## src/rtl/direct_sound_fifo.sv

```systemverilog
// Producer-side sample FIFO for one Direct Sound channel: assembles MMIO/DMA
// halfword or word writes into 32-bit samples and presents a show-ahead head word.
module direct_sound_fifo #(
    parameter int DEPTH  = 8,
    parameter int SIZE_W = $clog2(DEPTH + 1)
) (
    input  logic              clock,
    input  logic              reset,
    input  logic              wr_en,
    input  logic [1:0]        wr_be,
    input  logic [31:0]       wr_data,
    input  logic              FIFO_re,
    input  logic              FIFO_clr,
    output logic [31:0]       FIFO_val,
    output logic [SIZE_W-1:0] FIFO_size,
    output logic              fifo_full,
    output logic              fifo_empty,
    output logic              overflow,
    output logic              underflow
);

    localparam int PTR_W = (DEPTH > 1) ? $clog2(DEPTH) : 1;
    localparam logic [SIZE_W-1:0] FULL_CNT = SIZE_W'(DEPTH);

    logic [31:0]       mem [DEPTH];
    logic [PTR_W-1:0]  rd_ptr, wr_ptr, rd_ptr_n, wr_ptr_n;
    logic [SIZE_W-1:0] count, count_n;
    logic [15:0]       staging, staging_n;
    logic              stage_vld, stage_vld_n;
    logic              push_req, push_ok, pop_ok;
    logic [31:0]       push_word, val_n;
    logic              ovf_n, unf_n;

    always_comb begin
        push_req    = 1'b0;
        push_word   = wr_data;
        staging_n   = staging;
        stage_vld_n = stage_vld;

        if (wr_en) begin
            unique case (wr_be)
                2'b11: push_req = 1'b1;
                2'b01: begin
                    staging_n   = wr_data[15:0];
                    stage_vld_n = 1'b1;
                end
                2'b10: begin
                    push_req    = 1'b1;
                    push_word   = {wr_data[31:16], stage_vld ? staging : 16'h0};
                    stage_vld_n = 1'b0;
                end
                default: ;
            endcase
        end

        pop_ok  = FIFO_re && (count != '0);
        push_ok = push_req && ((count != FULL_CNT) || pop_ok);
        ovf_n   = push_req && !push_ok;
        unf_n   = FIFO_re && (count == '0);

        rd_ptr_n = pop_ok  ? rd_ptr + PTR_W'(1) : rd_ptr;
        wr_ptr_n = push_ok ? wr_ptr + PTR_W'(1) : wr_ptr;

        unique case ({push_ok, pop_ok})
            2'b10:   count_n = count + SIZE_W'(1);
            2'b01:   count_n = count - SIZE_W'(1);
            default: count_n = count;
        endcase

        // The head word may be the one being written this cycle; bypass the array.
        if (count_n == '0)
            val_n = '0;
        else if (push_ok && (wr_ptr == rd_ptr_n))
            val_n = push_word;
        else
            val_n = mem[rd_ptr_n];

        if (FIFO_clr) begin
            push_ok     = 1'b0;
            ovf_n       = 1'b0;
            unf_n       = 1'b0;
            rd_ptr_n    = '0;
            wr_ptr_n    = '0;
            count_n     = '0;
            staging_n   = '0;
            stage_vld_n = 1'b0;
            val_n       = '0;
        end
    end

    always_ff @(posedge clock) begin
        if (reset) begin
            rd_ptr    <= '0;
            wr_ptr    <= '0;
            count     <= '0;
            staging   <= '0;
            stage_vld <= 1'b0;
            FIFO_val  <= '0;
            overflow  <= 1'b0;
            underflow <= 1'b0;
        end else begin
            rd_ptr    <= rd_ptr_n;
            wr_ptr    <= wr_ptr_n;
            count     <= count_n;
            staging   <= staging_n;
            stage_vld <= stage_vld_n;
            FIFO_val  <= val_n;
            overflow  <= ovf_n;
            underflow <= unf_n;
        end
    end

    always_ff @(posedge clock) begin
        if (!reset && push_ok)
            mem[wr_ptr] <= push_word;
    end

    always_ff @(posedge clock) begin
        if (!reset)
            assert (count <= FULL_CNT);
    end

    assign FIFO_size  = count;
    assign fifo_full  = (count == FULL_CNT);
    assign fifo_empty = (count == '0);

endmodule

```

## config.mk

```make
export PLATFORM = sky130hd
export DESIGN_NAME = direct_sound_fifo
export DESIGN_NICKNAME = d
export VERILOG_FILES = /design/src/rtl/direct_sound_fifo.sv
export SDC_FILE = /design/constraint.sdc
export NUM_CORES = 1
export LEC_CHECK = 0
export BUFFER_PORTS_ARGS = -buffer_cell sky130_fd_sc_hd__buf_4
export CAP_MARGIN = 25
export CORE_ASPECT_RATIO = 0.5
export CORE_MARGIN = 5
export CORE_UTILIZATION = 51
export CTS_BUF_LIST = sky130_fd_sc_hd__clkbuf_8
export CTS_CLUSTER_SIZE = 28
export DETAILED_ROUTE_END_ITERATION = 7
export PLACE_DENSITY = 0.76
export SYNTH_ARGS = -nofsm -noshare
export SYNTH_HDL_FRONTEND = slang
export SYNTH_SLANG_ARGS = --single-unit
```

## constraint.sdc

```tcl
create_clock -name clock -period 6.3 [get_ports clock]
set_input_delay 0.63 -clock clock [delete_from_list [all_inputs] [get_ports clock]]
set_output_delay 0.63 -clock clock [all_outputs]
set_load 0.05 [all_outputs]
```

==> reports/qor.log <==
qor: worst_setup_path.worst_setup_path_start_kind flip-flop
qor: route.route.detailed.drc 0
qor: placement.dp_cells 1,502
qor: sta.clock_skew 25.0 ps
qor: clock_network.cts_max_path_buffers 3
qor: worst_setup_path.timing.critical_path.fanout_max 47
qor: yosys.netlist_top_cells_count sky130_fd_sc_hd__edfxtp_1, sky130_fd_sc_hd__nand2_1, sky130_fd_sc_hd__nor2_1
qor: route.detail_route.iter0.violations 1,132
qor: sta.max_freq 231 MHz
qor: die.floorplan.initialDensity 52.1%
qor: sta.hold_viol 0
qor: route.num_vias 10,390
qor: clock_network.cts.htree.levels 2
qor: grt.groute.layer.met2.usage 38.6%
qor: sta.tcrit_tclk_final 68.8%
qor: route.drt-wirelength-per-cell 23.2 um
qor: sta.setup_repair_after_global_routing_missed_its_margin no
qor: power_and_ir_drop.switching_share_of_power 23.1%
qor: worst_setup_path.criticalPathCategory reg2reg
qor: layout.post-route-cell-area 0.0162 mm2
qor: grt.grt_usage 22.3%
qor: power_and_ir_drop.combPwrFrac 6.1%
qor: yosys.syn_area_per_cell 12.9 um2
qor: sta.final.setup.worst_slack 1970 ps
qor: grt.grt_max_degree 76
qor: sta.worst_slew_pin_slew 1210 ps
qor: yosys.ys.warnings.count 0
qor: placement.post-place-ws 2100 ps
qor: layout.diodes 0
qor: run.cap_viol_max_count 0
qor: die.chipHeight 129 um
qor: sta.finalSetupViolations 0
qor: placement.buffer_ports.inserted 78
qor: placement.gp_weighted_congestion 0.763
qor: layout.area_growth_syn_to_layout 12.1%
qor: yosys.yosysTopAreaCellShare 53.1%
qor: power_and_ir_drop.p_per_area 251 mW/mm2
qor: worst_setup_path.worst_ep_required_time 6720 ps
qor: worst_setup_path.worstSetupEndpointType flip-flop
qor: clock_network.cts-buffers-inserted 46
qor: hold_path.holdCritPathClass in2reg
qor: yosys.syn_std_cell_area 0.0145 mm2
qor: power_and_ir_drop.total_leakage_power 5.22 nW
qor: yosys.synth_most_common_cell sky130_fd_sc_hd__edfxtp_1
qor: clock_network.tritoncts yes
qor: die.die_w 248 um
qor: clock_network.cts_hold_repair.buffers 0
qor: sta.finalSetupTns 0 ps
qor: clock_network.numClockSinks 317
qor: sta.timing_max_transition_violations_final 0
qor: clock_network.clock_insertion_delay_worst_skew 580 ps
qor: sta.layout_min_cycle_time 4330 ps
qor: grt.grt_overflow_total 0
qor: yosys.synth_nets 1,169
qor: power_and_ir_drop.vdd_ir_drop_max 0.125 mV
qor: layout.final_net_count 1,218
qor: route.routed_wl 36,800 um
qor: power_and_ir_drop.intPower 3.13 mW
qor: yosys.main_area_contributors_after_synthesis sky130_fd_sc_hd__edfxtp_1, sky130_fd_sc_hd__dfxtp_1, sky130_fd_sc_hd__mux2_2
qor: route.firstDrtPassIters 6
qor: route.detail-route-antenna-nets 0
qor: power_and_ir_drop.sequential_group_share_of_total_power 56.3%
qor: grt.met3_usage 4.47%
qor: grt.most_congested_layer_reported_by_global_routing met2
qor: worst_setup_path.arrival_time_of_the_worst_setup_path 4750 ps
qor: yosys.cells_after_synthesis 1,122
qor: yosys.ys_dominant_reg_cell sky130_fd_sc_hd__edfxtp_1
qor: layout.drive_above_1_share 23.0%
qor: yosys.post_synth_num_cell_types 59
qor: die.fp.coreArea 0.0278 mm2
qor: grt.antenna_violations_before_repair 0
qor: power_and_ir_drop.power.clock.fraction 37.7%
qor: sta.relSlewSlack 18.8%
qor: grt.globalRouteMet1Util 28.2%
qor: yosys.yosysTopAreaCell sky130_fd_sc_hd__edfxtp_1
qor: placement.dpl-instance-area 0.0154 mm2
qor: sta.worst_hold_slack 298 ps
qor: yosys.ys_ff_latch 317
qor: yosys.number_of_enable_flip_flop_cells_after_synthesis 256
qor: route.dr_vias_cell 6.54
qor: layout.finalCoreUtilization 58.4%
qor: clock_network.reg_clk_slew_reported_paths 70 ps
qor: outcome.status finished, final reports clean
qor: clock_network.post_cts_setup_inserts 0
qor: clock_network.postCtsResizedCells 0
qor: die.top_level_ports 79
qor: yosys.ys_async_sr_fraction 0%
qor: die.die-area 0.0321 mm2
qor: grt.number_of_global_route_vias_before_repair 10,363
qor: die.floorplan.rows 43
qor: yosys.synth_sequential_area_ratio 61.5%
qor: clock_network.clock_tree.root_cell sky130_fd_sc_hd__clkbuf_8
qor: grt.grt_pass1_wl 56,200 um
qor: power_and_ir_drop.switchingPower 0.942 mW
qor: layout.final_cell_count_no_fill 1,588
qor: power_and_ir_drop.power.total 4.07 mW
qor: placement.hpwl 20,600 um
sequential cells by signal, summed over array words and instances (netlist names):
signal     count
overflow       1
stage_vld      1
rd_ptr         3
wr_ptr         3
mem          256
underflow      1
FIFO_size      4
staging       16
FIFO_val      32
per-layer routing:
| metal | vias up | wire, um |
|---|---|---|
| met3 | 93 | 3170 |
| li1 | 4611 | - |
| met2 | 543 | 18000 |
| met4 | 0 | 1200 |
| met1 | 5143 | 14400 |
| met5 | - | 0 |
logic make-up (layout without fill, tap and decap cells):
family          Yosys count  count (layout)  synth area share (%)
compound gates          357             357                  19.7
flops                   317             317                  61.5
simple gates            230             230                  6.76
buf+inv                 110             194                  3.51
mux                      87              87                  6.99
xor+xnor                 13              13                 0.838
fa+ha+maj                 8               8                 0.691
placed cells by master (no fill, tap or decap), types with 17 or more instances in the layout:
master,Yosys,layout
sky130_fd_sc_hd__a21oi_1,22,22
sky130_fd_sc_hd__o32a_1,43,43
sky130_fd_sc_hd__nand2_1,100,98
sky130_fd_sc_hd__o221ai_1,48,48
sky130_fd_sc_hd__o21ai_0,65,65
sky130_fd_sc_hd__edfxtp_1,256,256
sky130_fd_sc_hd__a221oi_1,30,30
sky130_fd_sc_hd__mux2i_1,19,18
sky130_fd_sc_hd__buf_4,7,98
sky130_fd_sc_hd__o32ai_1,17,17
sky130_fd_sc_hd__o21a_1,17,17
sky130_fd_sc_hd__dfxtp_1,61,59
sky130_fd_sc_hd__inv_1,2,26
sky130_fd_sc_hd__o22ai_1,31,31
sky130_fd_sc_hd__mux2_2,63,63
sky130_fd_sc_hd__nor2_1,81,76
sky130_fd_sc_hd__clkbuf_8,0,50
final cells by class:
type,count,area (um2)
clock buffer,50,688
clock inverter,33,158
fill,2102,11600
inverter,4,15.0
multi-input combinational,695,5140
sequential,317,8910
tap,382,478
timing repair buffer,107,846
worst paths after layout:
| check | startpoint | endpoint | slack, ps | depth (start not counted) |
|---|---|---|---|---|
| hold / removal | wr_data[31] | mem[7][31] | 300 | 1 |
| setup reg to reg | FIFO_size[0] | FIFO_val[16] | 1970 | 12 |
| setup / recovery | FIFO_size[0] | FIFO_val[16] | 1970 | 12 |
| hold reg to reg | staging[8] | staging[8] | 460 | 2 |
power groups by stage:
stage / clock, mW / sequential (mW) / combinational (mW)
6_report: 1.53 / 2.29 / 0.247
5_1_grt: 1.65 / 2.29 / 0.264
4_1_cts: 1.55 / 2.29 / 0.243
3_5_place_dp: 0 / 2.33 / 0.242
3_3_place_gp: 0 / 2.33 / 0.232
2_1_floorplan: 0 / 2.36 / 0.129
worst max-delay path: stages (launching register included):
cell	delay (ps)
sky130_fd_sc_hd__dfxtp_1	430
sky130_fd_sc_hd__o41ai_4	910
sky130_fd_sc_hd__inv_2	570
sky130_fd_sc_hd__ha_1	430
sky130_fd_sc_hd__xor2_1	170
sky130_fd_sc_hd__ha_1	200
sky130_fd_sc_hd__a21oi_1	140
sky130_fd_sc_hd__xor2_1	170
sky130_fd_sc_hd__nor2_1	70
sky130_fd_sc_hd__xnor2_1	230
sky130_fd_sc_hd__a31o_2	200
sky130_fd_sc_hd__buf_4	530
sky130_fd_sc_hd__a211oi_1	120
Note: power is estimated with default switching activity, not from simulation.
